## src/rtl/serial_addsub_unit_if.sv

```systemverilog
// Operand/result handshake bundle for serial_addsub_unit.
// ovf exists only when ADDSUB_OVF_EN is defined.
interface serial_addsub_unit_if #(
  parameter int WIDTH = 16
);
  logic             in_valid;
  logic             in_ready;
  logic             mode;
  logic [WIDTH-1:0] a;
  logic [WIDTH-1:0] b;
  logic             cin;
  logic             out_valid;
  logic             out_ready;
  logic [WIDTH-1:0] result;
  logic             cout;
`ifdef ADDSUB_OVF_EN
  logic             ovf;

  modport master (
    output in_valid, mode, a, b, cin, out_ready,
    input  in_ready, out_valid, result, cout, ovf
  );

  modport slave (
    input  in_valid, mode, a, b, cin, out_ready,
    output in_ready, out_valid, result, cout, ovf
  );
`else
  modport master (
    output in_valid, mode, a, b, cin, out_ready,
    input  in_ready, out_valid, result, cout
  );

  modport slave (
    input  in_valid, mode, a, b, cin, out_ready,
    output in_ready, out_valid, result, cout
  );
`endif
endinterface

```

## src/rtl/serial_addsub_unit.sv

```systemverilog
// Digit-serial add/subtract, DIGIT bits per cycle, LSB first.
// Optional signed overflow flag: define ADDSUB_OVF_EN.
module serial_addsub_unit #(
  parameter int WIDTH = 16,
  parameter int DIGIT = 4
) (
  input  logic              clk,
  input  logic              rst,
  serial_addsub_unit_if.slave io
);

  localparam int NDIG = WIDTH / DIGIT;
  localparam int CW   = (NDIG > 1) ? $clog2(NDIG) : 1;

  typedef enum logic [1:0] {
    IDLE,
    RUN,
    DONE
  } state_t;

  state_t state;
  state_t state_n;

  logic [WIDTH-1:0] a_q;
  logic [WIDTH-1:0] b_q;
  logic [WIDTH-1:0] res_q;
  logic             mode_q;
  logic             c_q;
  logic [CW-1:0]    cnt;

  logic [DIGIT-1:0] xd;
  logic [DIGIT-1:0] yd;
  logic [DIGIT-1:0] sd;
  logic             c_nx;
  logic             c_msb;
  logic             last;
  logic             accept;
  logic             retire;

  assign last   = (cnt == CW'(NDIG - 1));
  assign accept = (state == IDLE) && io.in_valid;
  assign retire = (state == DONE) && io.out_ready;

  assign xd = a_q[int'(cnt)*DIGIT +: DIGIT];
  assign yd = b_q[int'(cnt)*DIGIT +: DIGIT];

  always_ff @(posedge clk) begin
    if (rst) begin
      state <= IDLE;
    end else begin
      state <= state_n;
    end
  end

  always_comb begin
    state_n      = state;
    io.in_ready  = 1'b0;
    io.out_valid = 1'b0;
    unique case (state)
      IDLE: begin
        io.in_ready = 1'b1;
        if (io.in_valid) begin
          state_n = RUN;
        end
      end
      RUN: begin
        if (last) begin
          state_n = DONE;
        end
      end
      DONE: begin
        io.out_valid = 1'b1;
        if (io.out_ready) begin
          state_n = IDLE;
        end
      end
      default: state_n = IDLE;
    endcase
  end

  // c_msb keeps the carry/borrow entering the top cell of the digit
  always_comb begin
    c_nx  = c_q;
    c_msb = c_q;
    sd    = '0;
    for (int i = 0; i < DIGIT; i++) begin
      if (i == DIGIT - 1) begin
        c_msb = c_nx;
      end
      sd[i] = xd[i] ^ yd[i] ^ c_nx;
      if (mode_q) begin
        c_nx = (~xd[i] & yd[i])
             | (~(xd[i] ^ yd[i]) & c_nx);
      end else begin
        c_nx = (xd[i] & yd[i])
             | (yd[i] & c_nx)
             | (xd[i] & c_nx);
      end
    end
  end

  always_ff @(posedge clk) begin
    if (rst) begin
      a_q    <= '0;
      b_q    <= '0;
      res_q  <= '0;
      mode_q <= 1'b0;
      c_q    <= 1'b0;
      cnt    <= '0;
    end else if (accept) begin
      a_q    <= io.a;
      b_q    <= io.b;
      res_q  <= '0;
      mode_q <= io.mode;
      c_q    <= io.cin;
      cnt    <= '0;
    end else if (state == RUN) begin
      res_q[int'(cnt)*DIGIT +: DIGIT] <= sd;
      c_q <= c_nx;
      cnt <= last ? '0 : cnt + 1'b1;
    end
  end

  assign io.result = res_q;
  assign io.cout   = c_q;

`ifdef ADDSUB_OVF_EN
  logic ovf_q;

  always_ff @(posedge clk) begin
    if (rst) begin
      ovf_q <= 1'b0;
    end else if (accept || retire) begin
      ovf_q <= 1'b0;
    end else if ((state == RUN) && last) begin
      ovf_q <= c_msb ^ c_nx;
    end
  end

  assign io.ovf = ovf_q & (state == DONE);
`else
  logic unused_msb;
  assign unused_msb = c_msb;
`endif

endmodule

```

## src/flat_wrapper.sv

```systemverilog
// flat-port wrapper written by rule: the top's interface ports become plain ports
module serial_addsub_unit_flat 
#(
  parameter int WIDTH = 16,
  parameter int DIGIT = 4
)
  (clk, rst, io_in_valid, io_mode, io_a, io_b, io_cin, io_out_ready, io_in_ready, io_out_valid, io_result, io_cout);
  serial_addsub_unit_if #(.WIDTH(WIDTH)) io_i ();
  input  logic clk;
  input  logic rst;
  input wire logic [$bits(io_i.in_valid)-1:0] io_in_valid;
  input wire logic [$bits(io_i.mode)-1:0] io_mode;
  input wire logic [$bits(io_i.a)-1:0] io_a;
  input wire logic [$bits(io_i.b)-1:0] io_b;
  input wire logic [$bits(io_i.cin)-1:0] io_cin;
  input wire logic [$bits(io_i.out_ready)-1:0] io_out_ready;
  output wire logic [$bits(io_i.in_ready)-1:0] io_in_ready;
  output wire logic [$bits(io_i.out_valid)-1:0] io_out_valid;
  output wire logic [$bits(io_i.result)-1:0] io_result;
  output wire logic [$bits(io_i.cout)-1:0] io_cout;
  assign io_i.in_valid = io_in_valid;
  assign io_i.mode = io_mode;
  assign io_i.a = io_a;
  assign io_i.b = io_b;
  assign io_i.cin = io_cin;
  assign io_i.out_ready = io_out_ready;
  assign io_in_ready = io_i.in_ready;
  assign io_out_valid = io_i.out_valid;
  assign io_result = io_i.result;
  assign io_cout = io_i.cout;
  serial_addsub_unit #(.WIDTH(WIDTH), .DIGIT(DIGIT)) u_core (.clk(clk), .rst(rst), .io(io_i));
endmodule
```

## config.mk

```make
export PLATFORM = sky130hd
export DESIGN_NAME = serial_addsub_unit_flat
export DESIGN_NICKNAME = d
export VERILOG_FILES = /design/src/rtl/serial_addsub_unit_if.sv /design/src/rtl/serial_addsub_unit.sv /design/src/flat_wrapper.sv
export SDC_FILE = /design/constraint.sdc
export NUM_CORES = 1
export LEC_CHECK = 0
export ABC_AREA = 1
export CORE_ASPECT_RATIO = 1.2
export CORE_MARGIN = 2
export CORE_UTILIZATION = 35
export DETAILED_ROUTE_END_ITERATION = 10
export GPL_ROUTABILITY_DRIVEN = 1
export PLACE_DENSITY = 0.67
export SETUP_SLACK_MARGIN = 0.4
export SKIP_LAST_GASP = 1
export SLEW_MARGIN = 25
export SYNTH_ARGS = -nofsm -noshare
export SYNTH_HDL_FRONTEND = slang
export SYNTH_SLANG_ARGS = --single-unit
```

## constraint.sdc

```tcl
create_clock -name clk -period 5.8 [get_ports clk]
set_clock_uncertainty 0.2 [all_clocks]
set_input_delay 1.16 -clock clk [delete_from_list [all_inputs] [get_ports clk]]
set_output_delay 1.16 -clock clk [all_outputs]
set_load 0.01 [all_outputs]
```

==> results_tabular.tex, run 1 <==
\begin{tabular}{lr}
\hline
Metric & Value \\
\hline
\multicolumn{2}{l}{\textbf{Clock network}} \\
\quad Post-cts hold buffer count & 0 \\
\quad Number of gates resized after cts & 0 \\
\quad TritonCTS clock tree & built \\
\quad Number of buffers added by the clock tree synthesis step & 5 \\
\quad Source-to-sink clock delay at the later pin of the worst-skew pair & 310 ps \\
\quad Number of levels the H-tree was split into & 2 \\
\quad Post CTS Setup Buffer Count & 0 \\
\quad Clock-pin transition on the worst setup and hold timing paths & 90 ps \\
\quad CTS sink cnt & 54 \\
\quad Clock buffer depth & 2 \\
\quad Root Driver & sky130\_fd\_sc\_hd\_\_clkbuf\_8 \\
\multicolumn{2}{l}{\textbf{Timing}} \\
\quad Fin crit share & 73.9\% \\
\quad Slew margin rel. & 49.6\% \\
\quad Time the worst path needs with I/O delays and setup & 4290 ps \\
\quad Worst Tran Pin Value & 755 ps \\
\quad Setup repair after global routing missed its margin & no \\
\quad Max Transition Viols Final & 0 \\
\quad Final setup violating endpoints & 0 \\
\quad Max Clk Rate & 233 MHz \\
\quad Number of failing hold endpoints at the final stage & 0 \\
\quad Final TNS setup & 0 ps \\
\multicolumn{2}{l}{\textbf{Pwr}} \\
\quad Internal power component & 563 uW \\
\quad Worst voltage drop across the vdd grid & 0.108 mV \\
\quad Combinational share of power & 20.3\% \\
\quad Power dissipated by switching net loads & 229 uW \\
\quad Clk network pwr share & 28.3\% \\
\quad Leakage Power & 1.36 nW \\
\quad Register share of total power & 51.4\% \\
\quad Power per cell area & 240 nW/um\^{}2 \\
\quad Switching share of total power & 28.9\% \\
\multicolumn{2}{l}{\textbf{Die}} \\
\quad Num ports & 57 \\
\quad DIE HEIGHT & 98.9 um \\
\quad Die area & 8210 um\^{}2 \\
\quad DIE WIDTH & 83.1 um \\
\quad Number of placement rows & 34 \\
\quad Standard cell core area & 7270 um\^{}2 \\
\quad Initial core utilization & 36.1\% \\
\multicolumn{2}{l}{\textbf{Detailed routing}} \\
\quad Routed WL & 5510 um \\
\quad DR vias & 2346 \\
\quad DRC errors left & 0 \\
\quad Length of the first detailed-routing pass in iterations & 4 \\
\quad Post-route antenna net violation count & 0 \\
\quad WL per Instance & 11.0 um \\
\quad Iteration-0 DRC count of the detailed router & 71 \\
\quad Via-per-instance ratio & 4.68 \\
\multicolumn{2}{l}{\textbf{Global routing}} \\
\quad Vias in the first global route & 2157 \\
\quad All-Layer GR Usage & 13.5\% \\
\quad GRT Residual Overflow & 0 \\
\quad Maximum number of pins on one net before global-route repair & 51 \\
\quad First-pass GRT wire length & 9350 um \\
\quad Antenna violations before repair & 0 \\
\multicolumn{2}{l}{\textbf{Critical path}} \\
\quad Nature of the critical path startpoint & register \\
\quad Endpoint required time on the critical path & 5830 ps \\
\quad Arrival @ worst endpoint & 4320 ps \\
\quad Critical path class & reg2reg \\
\quad CP endpoint kind & register \\
\quad Largest fanout on the critical path & 25 \\
\multicolumn{2}{l}{\textbf{Final layout}} \\
\quad Most common cell after layout, fill and taps aside & sky130\_fd\_sc\_hd\_\_nor2\_1 \\
\quad Most frequent cells in the layout & sky130\_fd\_sc\_hd\_\_nor2\_1, sky130\_fd\_sc\_hd\_\_nand2\_1, sky130\_fd\_sc\_hd\_\_clkdlybuf4s50\_1 \\
\quad Ant diodes & 0 \\
\quad Final cell count without fillers & 501 \\
\quad Fin nets & 462 \\
\quad Area Overhead vs Synth & 26.0\% \\
\quad Layout cell share with drive strength beyond 1 & 3.65\% \\
\multicolumn{2}{l}{\textbf{Synth}} \\
\quad Post-synth top flop & sky130\_fd\_sc\_hd\_\_dfxtp\_1 \\
\quad Post-synthesis area per instance & 7.27 um\^{}2 \\
\quad Area fraction of the dominant cell type after synthesis & 41.2\% \\
\quad Seq cells post-synth & 54 \\
\quad Post-Synthesis Net Count & 413 \\
\quad Synth Warn \# & 0 \\
\quad Post-synth EDFFs & 0 \\
\quad Number of library cell types mapped by synthesis & 26 \\
\quad Sequential share of the synthesized area & 41.2\% \\
\quad Synth top area cells & sky130\_fd\_sc\_hd\_\_dfxtp\_1, sky130\_fd\_sc\_hd\_\_nor2\_1, sky130\_fd\_sc\_hd\_\_o21ai\_0 \\
\quad Synth area leader & sky130\_fd\_sc\_hd\_\_dfxtp\_1 \\
\quad Cell count after synthesis & 361 \\
\quad Area of the mapped netlist & 2630 um\^{}2 \\
\quad Share of synthesized flip-flops with an asynchronous set or reset & 0\% \\
\multicolumn{2}{l}{\textbf{Worst hold path}} \\
\quad Class of the worst hold path & reg2reg \\
\multicolumn{2}{l}{\textbf{Place}} \\
\quad HPWL after DPL & 4310 um \\
\quad Port Buffers & 56 \\
\quad Placed Cells & 493 \\
\quad RePlAce Congestion & 0.834 \\
\multicolumn{2}{l}{\textbf{Run}} \\
\quad Max-cap check violation count & 0 \\
\multicolumn{2}{l}{\textbf{Outcome}} \\
\quad Status & finished clean \\
\hline
\end{tabular}
[kinds of logic after synthesis]
family                     count (synthesis)  share of synthesized area [%]
AOI/OAI and AO/OA                         84                           16.6
adders and majority gates                 14                           8.96
DFF                                       54                           41.2
and+or+nand+nor                          152                           23.2
buffers and inverters                     56                           9.72
muxes                                      1                          0.381
[power groups by stage]
stage / Sequential (mW) / Combinational (mW) / Clock [mW]
after floorplan: 0.414 / 0.110 / 0
after global placement: 0.416 / 0.159 / 0
after detailed placement: 0.416 / 0.163 / 0
after CTS: 0.407 / 0.163 / 0.232
after global routing: 0.410 / 0.184 / 0.247
final: 0.407 / 0.161 / 0.224
[layer usage]
layer  GRT usage (%)  vias to the layer above  routed length (um)
met1            15.9                     1056                2510
met2            24.9                       53                2690
met5               0                        -                   0
met3            2.93                        6                 249
met4            3.28                        0                  60
li1                -                     1231                   -
[registers in the layout, summed over array words and instances, names as in the netlist]
signal	count
u_core.io.cout	1
u_core.b_q	16
u_core.mode_q	1
u_core.io.result	16
u_core.cnt	2
u_core.a_q	16
u_core.state	2
[area by class of cell]
type	count	area (um^2)
well taps	90	113
fillers	759	3970
flip-flops and latches	54	1080
clock inverters	2	16.3
multi-input cells	251	1290
inverters	40	150
repair buffers	58	576
clock buffers	6	82.6
[synthesized netlist by cell type (4+ instances only)]
cell,number
sky130_fd_sc_hd__a21oi_1,31
sky130_fd_sc_hd__clkbuf_1,6
sky130_fd_sc_hd__dfxtp_1,54
sky130_fd_sc_hd__fa_1,8
sky130_fd_sc_hd__ha_1,6
sky130_fd_sc_hd__inv_1,40
sky130_fd_sc_hd__nand2_1,57
sky130_fd_sc_hd__nand3_1,8
sky130_fd_sc_hd__nor2_1,78
sky130_fd_sc_hd__nor3_1,4
sky130_fd_sc_hd__o211ai_1,4
sky130_fd_sc_hd__o21ai_0,47
[worst max-delay path: stages, from the launching register on]
cell,delay [ps]
sky130_fd_sc_hd__dfxtp_1,310
sky130_fd_sc_hd__buf_4,200
sky130_fd_sc_hd__inv_1,130
sky130_fd_sc_hd__buf_4,250
sky130_fd_sc_hd__nor2_1,70
sky130_fd_sc_hd__nor2_1,100
sky130_fd_sc_hd__a21oi_1,90
sky130_fd_sc_hd__fa_1,440
sky130_fd_sc_hd__nand2_1,70
sky130_fd_sc_hd__o21ai_0,150
sky130_fd_sc_hd__fa_1,400
sky130_fd_sc_hd__nand2_1,70
sky130_fd_sc_hd__nand2_1,100
sky130_fd_sc_hd__fa_1,370
sky130_fd_sc_hd__mux2i_1,270
sky130_fd_sc_hd__fa_1,490
sky130_fd_sc_hd__nor2_1,180
sky130_fd_sc_hd__nand2_1,100
sky130_fd_sc_hd__inv_1,60
sky130_fd_sc_hd__nand2_1,50
sky130_fd_sc_hd__a21oi_1,110
[through the flow]
step,utilization [%],hold WS (ps),setup WS (ps),power [mW],cell area [um^2]
6_report,45.5,267,1510,0.792,3310
5_1_grt,45.5,282,1130,0.842,3310
4_1_cts,45.5,271,1510,0.803,3310
3_5_place_dp,44.1,256,1530,0.579,3210
3_3_place_gp,44.1,250,1700,0.575,3210
2_1_floorplan,-,224,1940,0.524,2630
[final timing paths]
kind,startpoint,endpoint,slack [ps],cells past startpoint
worst max-delay path,u_core.cnt[0]$_SDFFE_PP0P_,u_core.io.result[15]$_SDFFE_PP0P_,1510,20
worst min-delay path,u_core.io.result[13]$_SDFFE_PP0P_,u_core.io.result[13]$_SDFFE_PP0P_,270,2
worst max register to register,u_core.cnt[0]$_SDFFE_PP0P_,u_core.io.result[15]$_SDFFE_PP0P_,1510,20
worst min register to register,u_core.io.result[13]$_SDFFE_PP0P_,u_core.io.result[13]$_SDFFE_PP0P_,270,2
Note: power is estimated with default switching activity, not from simulation.
==> inputs of run 2 (changes only) <==
PLACE_DENSITY = 0.69   (was 0.67)
clock period = 3.9 ns   (was 5.8 ns; I/O delays follow)
==> run 2 against run 1 <==
First-iteration DRC count down 27%. Maximum frequency up 22%. Sequential share of layout area down 0.96 points. Global-route usage up 0.17 points.
==> results_tabular.tex, run 2 (synthesized netlist as in run 1, its figures left out) <==
\begin{tabular}{lr}
\hline
Metric & Value \\
\hline
\multicolumn{2}{l}{\textbf{Detailed routing}} \\
\quad WL per Instance & 11.3 um (+2.4\%) \\
\quad Post-route antenna net violation count & 0 (unchanged) \\
\quad Via-per-instance ratio & 4.66 (-0.55\%) \\
\quad Length of the first detailed-routing pass in iterations & 4 (unchanged) \\
\quad Routed WL & 5750 um (+4.2\%) \\
\quad Iteration-0 DRC count of the detailed router & 52 (-27\%) \\
\quad DRC errors left & 0 (unchanged) \\
\quad DR vias & 2375 (+1.2\%) \\
\multicolumn{2}{l}{\textbf{Critical path}} \\
\quad Nature of the critical path startpoint & register \\
\quad Most frequent CP cell & sky130\_fd\_sc\_hd\_\_nand2\_1 \\
\quad Register-to-Register Setup Slack & 380 ps (-1140 ps) \\
\quad Largest incremental delay on the critical path & 460 ps (-30 ps) \\
\quad Slowest cell on crit path & sky130\_fd\_sc\_hd\_\_fa\_1 \\
\quad Largest fanout on the critical path & 14 (-44\%) \\
\quad Reg-to-reg critical path startpoint & u\_core.cnt[0]\$\_SDFFE\_PP0P\_ \\
\quad List of cells traversed by the critical path & inv\_6, a21oi\_2, o21ai\_1, nand2\_1, inv\_2, fa\_2, nand2\_1, o21ai\_2, fa\_2, nand2\_2, nand2\_2, fa\_2, mux2i\_4, fa\_1, nor2\_2, nand2\_1, inv\_1, nand2\_1, a21oi\_1 \\
\quad CP endpoint kind & register \\
\quad Critical path class & reg2reg \\
\quad Endpoint required time on the critical path & 3930 ps (-1900 ps) \\
\quad Arrival @ worst endpoint & 3560 ps (-760 ps) \\
\quad R2r endpoint & u\_core.io.result[15]\$\_SDFFE\_PP0P\_ \\
\quad Number of cell instances on the worst register-to-register path & 19 (-5.0\%) \\
\multicolumn{2}{l}{\textbf{Final layout}} \\
\quad Layout cell share with drive strength beyond 1 & 10.2\% (+6.6 points) \\
\quad Filler cell count in the final layout & 787 (+3.7\%) \\
\quad Area Overhead vs Synth & 30.7\% \\
\quad Final cell count without fillers & 510 (+1.8\%) \\
\quad Ant diodes & 0 (unchanged) \\
\quad Fin nets & 471 (+1.9\%) \\
\quad Most frequent cells in the layout & sky130\_fd\_sc\_hd\_\_nor2\_1, sky130\_fd\_sc\_hd\_\_clkdlybuf4s50\_1, sky130\_fd\_sc\_hd\_\_nand2\_1 \\
\quad Most common cell after layout, fill and taps aside & sky130\_fd\_sc\_hd\_\_nor2\_1 \\
\multicolumn{2}{l}{\textbf{Outcome}} \\
\quad Status & finished clean \\
\multicolumn{2}{l}{\textbf{Clock network}} \\
\quad CTS sink cnt & 54 (unchanged) \\
\quad Source-to-sink clock delay at the later pin of the worst-skew pair & 310 ps (about the same) \\
\quad Clock-pin transition on the worst setup and hold timing paths & 100 ps (about the same) \\
\quad Root Driver & sky130\_fd\_sc\_hd\_\_clkbuf\_8 \\
\quad TritonCTS clock tree & built \\
\quad Number of levels the H-tree was split into & 2 (unchanged) \\
\quad Clock buffer depth & 2 (unchanged) \\
\quad Number of buffers added by the clock tree synthesis step & 5 (unchanged) \\
\multicolumn{2}{l}{\textbf{Worst hold path}} \\
\quad Worst-case hold path end point & u\_core.b\_q[1]\$\_SDFFE\_PP0P\_ \\
\quad Origin of the worst min-delay path & u\_core.b\_q[1]\$\_SDFFE\_PP0P\_ \\
\quad Class of the worst hold path & reg2reg \\
\quad Worst hold path cell count & 2 (unchanged) \\
\multicolumn{2}{l}{\textbf{Die}} \\
\quad DIE WIDTH & 83.1 um (unchanged) \\
\quad Die area & 8210 um\^{}2 (unchanged) \\
\quad Number of placement rows & 34 (unchanged) \\
\quad Initial core utilization & 36.1\% (unchanged) \\
\quad Standard cell core area & 7270 um\^{}2 (unchanged) \\
\quad DIE HEIGHT & 98.9 um (unchanged) \\
\quad Num ports & 57 (unchanged) \\
\multicolumn{2}{l}{\textbf{Timing}} \\
\quad Max Transition Viols Final & 0 (unchanged) \\
\quad Setup repair after global routing missed its margin & yes \\
\quad Time the worst path needs with I/O delays and setup & 3520 ps (-762 ps) \\
\quad Final TNS setup & 0 ps (unchanged) \\
\quad Worst Tran Pin Value & 587 ps (-168 ps) \\
\quad Number of failing hold endpoints at the final stage & 0 (unchanged) \\
\quad Slew margin rel. & 60.8\% (+11 points) \\
\quad Setup WS post-layout & 376 ps (-1140 ps) \\
\quad Max Clk Rate & 284 MHz (+22\%) \\
\quad Fin crit share & 90.4\% (+16 points) \\
\quad Final setup violating endpoints & 0 (unchanged) \\
\multicolumn{2}{l}{\textbf{Place}} \\
\quad HPWL after DPL & 4370 um (+1.5\%) \\
\quad Placed Cells & 494 (+0.20\%) \\
\quad Port Buffers & 56 (unchanged) \\
\quad RePlAce Congestion & 0.842 (+0.93\%) \\
\quad Place WS & 104 ps (-1430 ps) \\
\multicolumn{2}{l}{\textbf{Global routing}} \\
\quad First-pass GRT wire length & 9340 um (-0.15\%) \\
\quad Vias in the first global route & 2142 (-0.70\%) \\
\quad Maximum number of pins on one net before global-route repair & 51 (unchanged) \\
\quad All-Layer GR Usage & 13.7\% (+0.17 points) \\
\quad Antenna violations before repair & 0 (unchanged) \\
\quad GRT Residual Overflow & 0 (unchanged) \\
\multicolumn{2}{l}{\textbf{Run}} \\
\quad Max-cap check violation count & 0 (unchanged) \\
\multicolumn{2}{l}{\textbf{Pwr}} \\
\quad Leakage Power & 1.41 nW (+3.6\%) \\
\quad Worst voltage drop across the vdd grid & 0.198 mV (+82\%) \\
\quad Power per cell area & 348 nW/um\^{}2 (+45\%) \\
\quad Post-layout power & 1.19 mW (+51\%) \\
\hline
\end{tabular}
-- run 2: cell count changes in the layout (fill, tap and decap cells not counted), sizes merged --
cell,change
buf,+9
clkinv,+2
clkbuf,-1
inv,-1
-- run 2: layout make-up --
type	count	area [um^2]	area share [%]
clock buffers	5	68.8	2.01
clock inverters	3	21.3	0.620
inverters	40	158	4.60
multi-input cells	251	1340	39.0
flip-flops and latches	54	1090	31.7
well taps	90	113	3.28
repair buffers	67	643	18.7
-- run 2: worst max-delay path by stage --
stage                                           from  slack, ps  cells past startpoint                           endpoint
after floorplan           u_core.cnt[1]$_SDFFE_PP0P_        410                     20  u_core.io.result[15]$_SDFFE_PP0P_
after global placement    u_core.cnt[0]$_SDFFE_PP0P_        250                     19  u_core.io.result[15]$_SDFFE_PP0P_
after detailed placement  u_core.cnt[0]$_SDFFE_PP0P_        100                     19  u_core.io.result[15]$_SDFFE_PP0P_
after CTS                 u_core.cnt[0]$_SDFFE_PP0P_        380                     19  u_core.io.result[15]$_SDFFE_PP0P_
after global routing      u_core.cnt[0]$_SDFFE_PP0P_        160                     19  u_core.io.result[15]$_SDFFE_PP0P_
final                     u_core.cnt[0]$_SDFFE_PP0P_        380                     19  u_core.io.result[15]$_SDFFE_PP0P_
-- run 2: critical path: cells and delay by family, from the launching register on --
| kind | cells | cell delay [ps] |
|---|---|---|
| buffers and inverters | 3 | 170 |
| adders and majority gates | 4 | 1530 |
| AOI/OAI and AO/OA | 4 | 400 |
| muxes | 1 | 190 |
| DFF | 1 | 400 |
| and+or+nand+nor | 7 | 570 |
-- run 2: where the power goes --
| part | switching (mW) | total, mW | internal (mW) |
|---|---|---|---|
| Clock | 0.186 | 0.312 | 0.127 |
| Sequential | 0.0206 | 0.606 | 0.586 |
| Combinational | 0.149 | 0.275 | 0.126 |
-- run 2: what timing repair did --
action / 4_1_cts / 5_1_grt
resized for setup: 8 / 3
endpoints found under the hold margin: 0 / 0
endpoints found under the setup margin: 4 / 4
buffers inserted: 7 / 1
pin swaps: 6 / 3
hold buffers: 0 / 0
-- run 2: per-layer routing --
| layer | global-route usage (%) | wire, um |
|---|---|---|
| met5 | 0 | 0 |
| met2 | 24.4 | 2750 |
| met3 | 2.93 | 243 |
| met4 | 3.40 | 66 |
| met1 | 16.7 | 2680 |
-- run 2: per-stage QoR --
stage	hold WS, ps	area (um^2)	utilization (%)
2_1_floorplan	224	2680	-
3_3_place_gp	249	3250	44.7
3_5_place_dp	245	3250	44.7
4_1_cts	261	3420	47.0
5_1_grt	283	3430	47.2
6_report	258	3430	47.2
==> inputs of run 3 (changes only) <==
GPL_TIMING_DRIVEN = 0   (was default)
==> run 3 against run 2 <==
Critical path depth did not move. Sequential power is essentially flat. Power increased by 12%. Flip-flop and latch count unchanged. Combinational power rose by 17%. Largest power group unchanged.
==> results_tabular.tex, run 3 (synthesized netlist as in run 1, its figures left out) <==
\begin{tabular}{lr}
\hline
Metric & Value \\
\hline
\multicolumn{2}{l}{\textbf{Global routing}} \\
\quad Vias in the first global route & 2342 (+9.3\%) \\
\quad All-Layer GR Usage & 16.1\% (+2.4 points) \\
\quad Maximum number of pins on one net before global-route repair & 17 (-67\%) \\
\quad Antenna violations before repair & 0 (unchanged) \\
\quad GRT Residual Overflow & 0 (unchanged) \\
\quad First-pass GRT wire length & 10800 um (+15\%) \\
\multicolumn{2}{l}{\textbf{Critical path}} \\
\quad List of cells traversed by the critical path & inv\_4, buf\_6, nand2\_2, o211ai\_1, nand2\_1, inv\_2, fa\_2, nand2\_2, o21ai\_4, fa\_2, nand2\_2, nand2\_2, fa\_2, mux2i\_4, fa\_1, nor2\_2, buf\_4, nand3\_2, a21oi\_2 \\
\quad Largest incremental delay on the critical path & 460 ps (about the same) \\
\quad Endpoint required time on the critical path & 3950 ps (+20 ps) \\
\quad Critical path class & reg2reg \\
\quad Slowest cell on crit path & sky130\_fd\_sc\_hd\_\_fa\_1 \\
\quad Arrival @ worst endpoint & 3620 ps (+60 ps) \\
\quad Largest fanout on the critical path & 5 (-9) \\
\quad R2r endpoint & u\_core.io.result[11]\$\_SDFFE\_PP0P\_ \\
\quad Reg-to-reg critical path startpoint & u\_core.cnt[0]\$\_SDFFE\_PP0P\_ \\
\quad Number of cell instances on the worst register-to-register path & 19 (unchanged) \\
\quad Register-to-Register Setup Slack & 330 ps (-50 ps) \\
\quad CP endpoint kind & register \\
\quad Nature of the critical path startpoint & register \\
\quad Cell family contributing the most delay on the critical path & adder cells \\
\quad Most frequent CP cell & sky130\_fd\_sc\_hd\_\_nand2\_2 \\
\quad Crit path buf inv count & 4 (+1) \\
\quad Stages on the worst setup path & 19 (unchanged) \\
\multicolumn{2}{l}{\textbf{Detailed routing}} \\
\quad DR vias & 2522 (+6.2\%) \\
\quad DRC errors left & 0 (unchanged) \\
\quad Via-per-instance ratio & 4.70 (+0.85\%) \\
\quad Length of the first detailed-routing pass in iterations & 4 (unchanged) \\
\quad WL per Instance & 12.3 um (+9.4\%) \\
\quad Routed WL & 6620 um (+15\%) \\
\quad Post-route antenna net violation count & 0 (unchanged) \\
\quad Iteration-0 DRC count of the detailed router & 66 (+27\%) \\
\multicolumn{2}{l}{\textbf{Clock network}} \\
\quad Number of levels the H-tree was split into & 2 (unchanged) \\
\quad Post-cts hold buffer count & 0 (unchanged) \\
\quad Source-to-sink clock delay at the later pin of the worst-skew pair & 310 ps (about the same) \\
\quad Number of buffers added by the clock tree synthesis step & 5 (unchanged) \\
\quad Clock-pin transition on the worst setup and hold timing paths & 90 ps (about the same) \\
\quad Root Driver & sky130\_fd\_sc\_hd\_\_clkbuf\_8 \\
\quad TritonCTS clock tree & built \\
\quad CTS sink cnt & 54 (unchanged) \\
\quad Clock buffer depth & 2 (unchanged) \\
\multicolumn{2}{l}{\textbf{Final layout}} \\
\quad Most common cell after layout, fill and taps aside & sky130\_fd\_sc\_hd\_\_nor2\_1 \\
\quad Layout cell share with drive strength beyond 1 & 16.8\% (+6.5 points) \\
\quad Fin nets & 498 (+5.7\%) \\
\quad Area Overhead vs Synth & 43.3\% \\
\quad Most frequent cells in the layout & sky130\_fd\_sc\_hd\_\_nor2\_1, sky130\_fd\_sc\_hd\_\_clkdlybuf4s50\_1, sky130\_fd\_sc\_hd\_\_nand2\_1, sky130\_fd\_sc\_hd\_\_dfxtp\_1, sky130\_fd\_sc\_hd\_\_o21ai\_0 \\
\quad Core utilization of the finished layout & 51.7\% (+4.6 points) \\
\quad Ant diodes & 0 (unchanged) \\
\multicolumn{2}{l}{\textbf{Pwr}} \\
\quad Worst voltage drop across the vdd grid & 0.187 mV (-5.2\%) \\
\quad Leakage Power & 1.57 nW (+11\%) \\
\quad Post-layout power & 1.34 mW (+12\%) \\
\quad Power per cell area & 355 nW/um\^{}2 (+2.1\%) \\
\multicolumn{2}{l}{\textbf{Die}} \\
\quad Die area & 8210 um\^{}2 (unchanged) \\
\quad Num ports & 57 (unchanged) \\
\quad Number of placement rows & 34 (unchanged) \\
\quad DIE WIDTH & 83.1 um (unchanged) \\
\quad Standard cell core area & 7270 um\^{}2 (unchanged) \\
\quad Initial core utilization & 36.1\% (unchanged) \\
\quad DIE HEIGHT & 98.9 um (unchanged) \\
\multicolumn{2}{l}{\textbf{Place}} \\
\quad RePlAce Congestion & 0.791 (-6.1\%) \\
\quad Port Buffers & 56 (unchanged) \\
\quad HPWL after DPL & 4820 um (+10\%) \\
\multicolumn{2}{l}{\textbf{Timing}} \\
\quad Fin crit share & 91.5\% (+1.2 points) \\
\quad Final setup violating endpoints & 0 (unchanged) \\
\quad Max Transition Viols Final & 0 (unchanged) \\
\quad Time the worst path needs with I/O delays and setup & 3570 ps (+45.4 ps) \\
\quad Setup repair after global routing missed its margin & yes \\
\quad Slew margin rel. & 72.4\% (+12 points) \\
\quad Number of failing hold endpoints at the final stage & 0 (unchanged) \\
\quad Max Clk Rate & 280 MHz (-1.3\%) \\
\quad Worst Tran Pin Value & 415 ps (-172 ps) \\
\quad Final TNS setup & 0 ps (unchanged) \\
\multicolumn{2}{l}{\textbf{Outcome}} \\
\quad Status & finished clean \\
\multicolumn{2}{l}{\textbf{Worst hold path}} \\
\quad Worst-case hold path end point & u\_core.a\_q[3]\$\_SDFFE\_PP0P\_ \\
\quad Class of the worst hold path & reg2reg \\
\quad Origin of the worst min-delay path & u\_core.a\_q[3]\$\_SDFFE\_PP0P\_ \\
\quad Worst hold path cell count & 2 (unchanged) \\
\multicolumn{2}{l}{\textbf{Run}} \\
\quad Max-cap check violation count & 0 (unchanged) \\
\hline
\end{tabular}
## run 3: changes by cell type in the layout (fill, tap and decap cells not counted), moves of 3 or more
cell                       previous run  this run
sky130_fd_sc_hd__nor2_1              77        74
sky130_fd_sc_hd__clkbuf_1             0         4
sky130_fd_sc_hd__clkbuf_8             5         8
sky130_fd_sc_hd__buf_8                0         3
sky130_fd_sc_hd__buf_4               11        25
sky130_fd_sc_hd__buf_6                0         3
## run 3: worst max-delay path by stage
| stage | to | slack (ps) | start |
|---|---|---|---|
| after detailed placement | u_core.io.result[7]$_SDFFE_PP0P_ | 60 | u_core.cnt[1]$_SDFFE_PP0P_ |
| final | u_core.io.result[11]$_SDFFE_PP0P_ | 330 | u_core.cnt[0]$_SDFFE_PP0P_ |
| after floorplan | u_core.io.result[15]$_SDFFE_PP0P_ | 410 | u_core.cnt[1]$_SDFFE_PP0P_ |
| after global routing | u_core.io.result[7]$_SDFFE_PP0P_ | 200 | u_core.cnt[0]$_SDFFE_PP0P_ |
| after global placement | u_core.io.result[7]$_SDFFE_PP0P_ | 140 | u_core.cnt[1]$_SDFFE_PP0P_ |
| after CTS | u_core.io.result[7]$_SDFFE_PP0P_ | 220 | u_core.cnt[0]$_SDFFE_PP0P_ |
## run 3: where the power goes
part	internal (mW)	leakage (nW)	total, mW	switching [mW]
logic	0.157	1.06	0.322	0.166
registers	0.586	0.445	0.607	0.0208
clock network	0.222	0.0678	0.407	0.185
## run 3: repair_timing
| action | CTS | global route |
|---|---|---|
| setup buffers | 16 | 6 |
| pin swaps | 18 | 9 |
| gates resized for setup | 18 | 14 |
| endpoints found under the setup margin | 4 | 5 |
## run 3: per-stage QoR
step                hold slack (ps)  worst slack (ps)  cell area (um^2)  std cells
detailed placement              246              63.6              3360        507
CTS                             264               216              3660        531
finish                          260               330              3760        537
global placement                236               135              3360        507
global route                    281               202              3760        537
floorplan                       224               407              2680        361
## run 3: final cells by class
cell class | count | area [um^2]
fill | 734 | 3510
multi-input combinational | 251 | 1400
sequential | 54 | 1090
timing repair buffer | 78 | 726
inverter | 40 | 155
buffer | 16 | 149
clock buffer | 8 | 133
tap | 90 | 113
## run 3: routing by layer
layer | routed length (um) | up-vias | global-route usage, %
met5 | 0 | - | 0
met4 | 90 | 0 | 4.67
met3 | 342 | 10 | 2.93
met2 | 3450 | 73 | 30.0
met1 | 2740 | 1128 | 18.6
li1 | - | 1311 | -
## run 3: tightest hold or removal path: stages, from the launching register on
cell and delay (ps):
sky130_fd_sc_hd__dfxtp_1 310, sky130_fd_sc_hd__inv_1 60, sky130_fd_sc_hd__a21oi_1 60
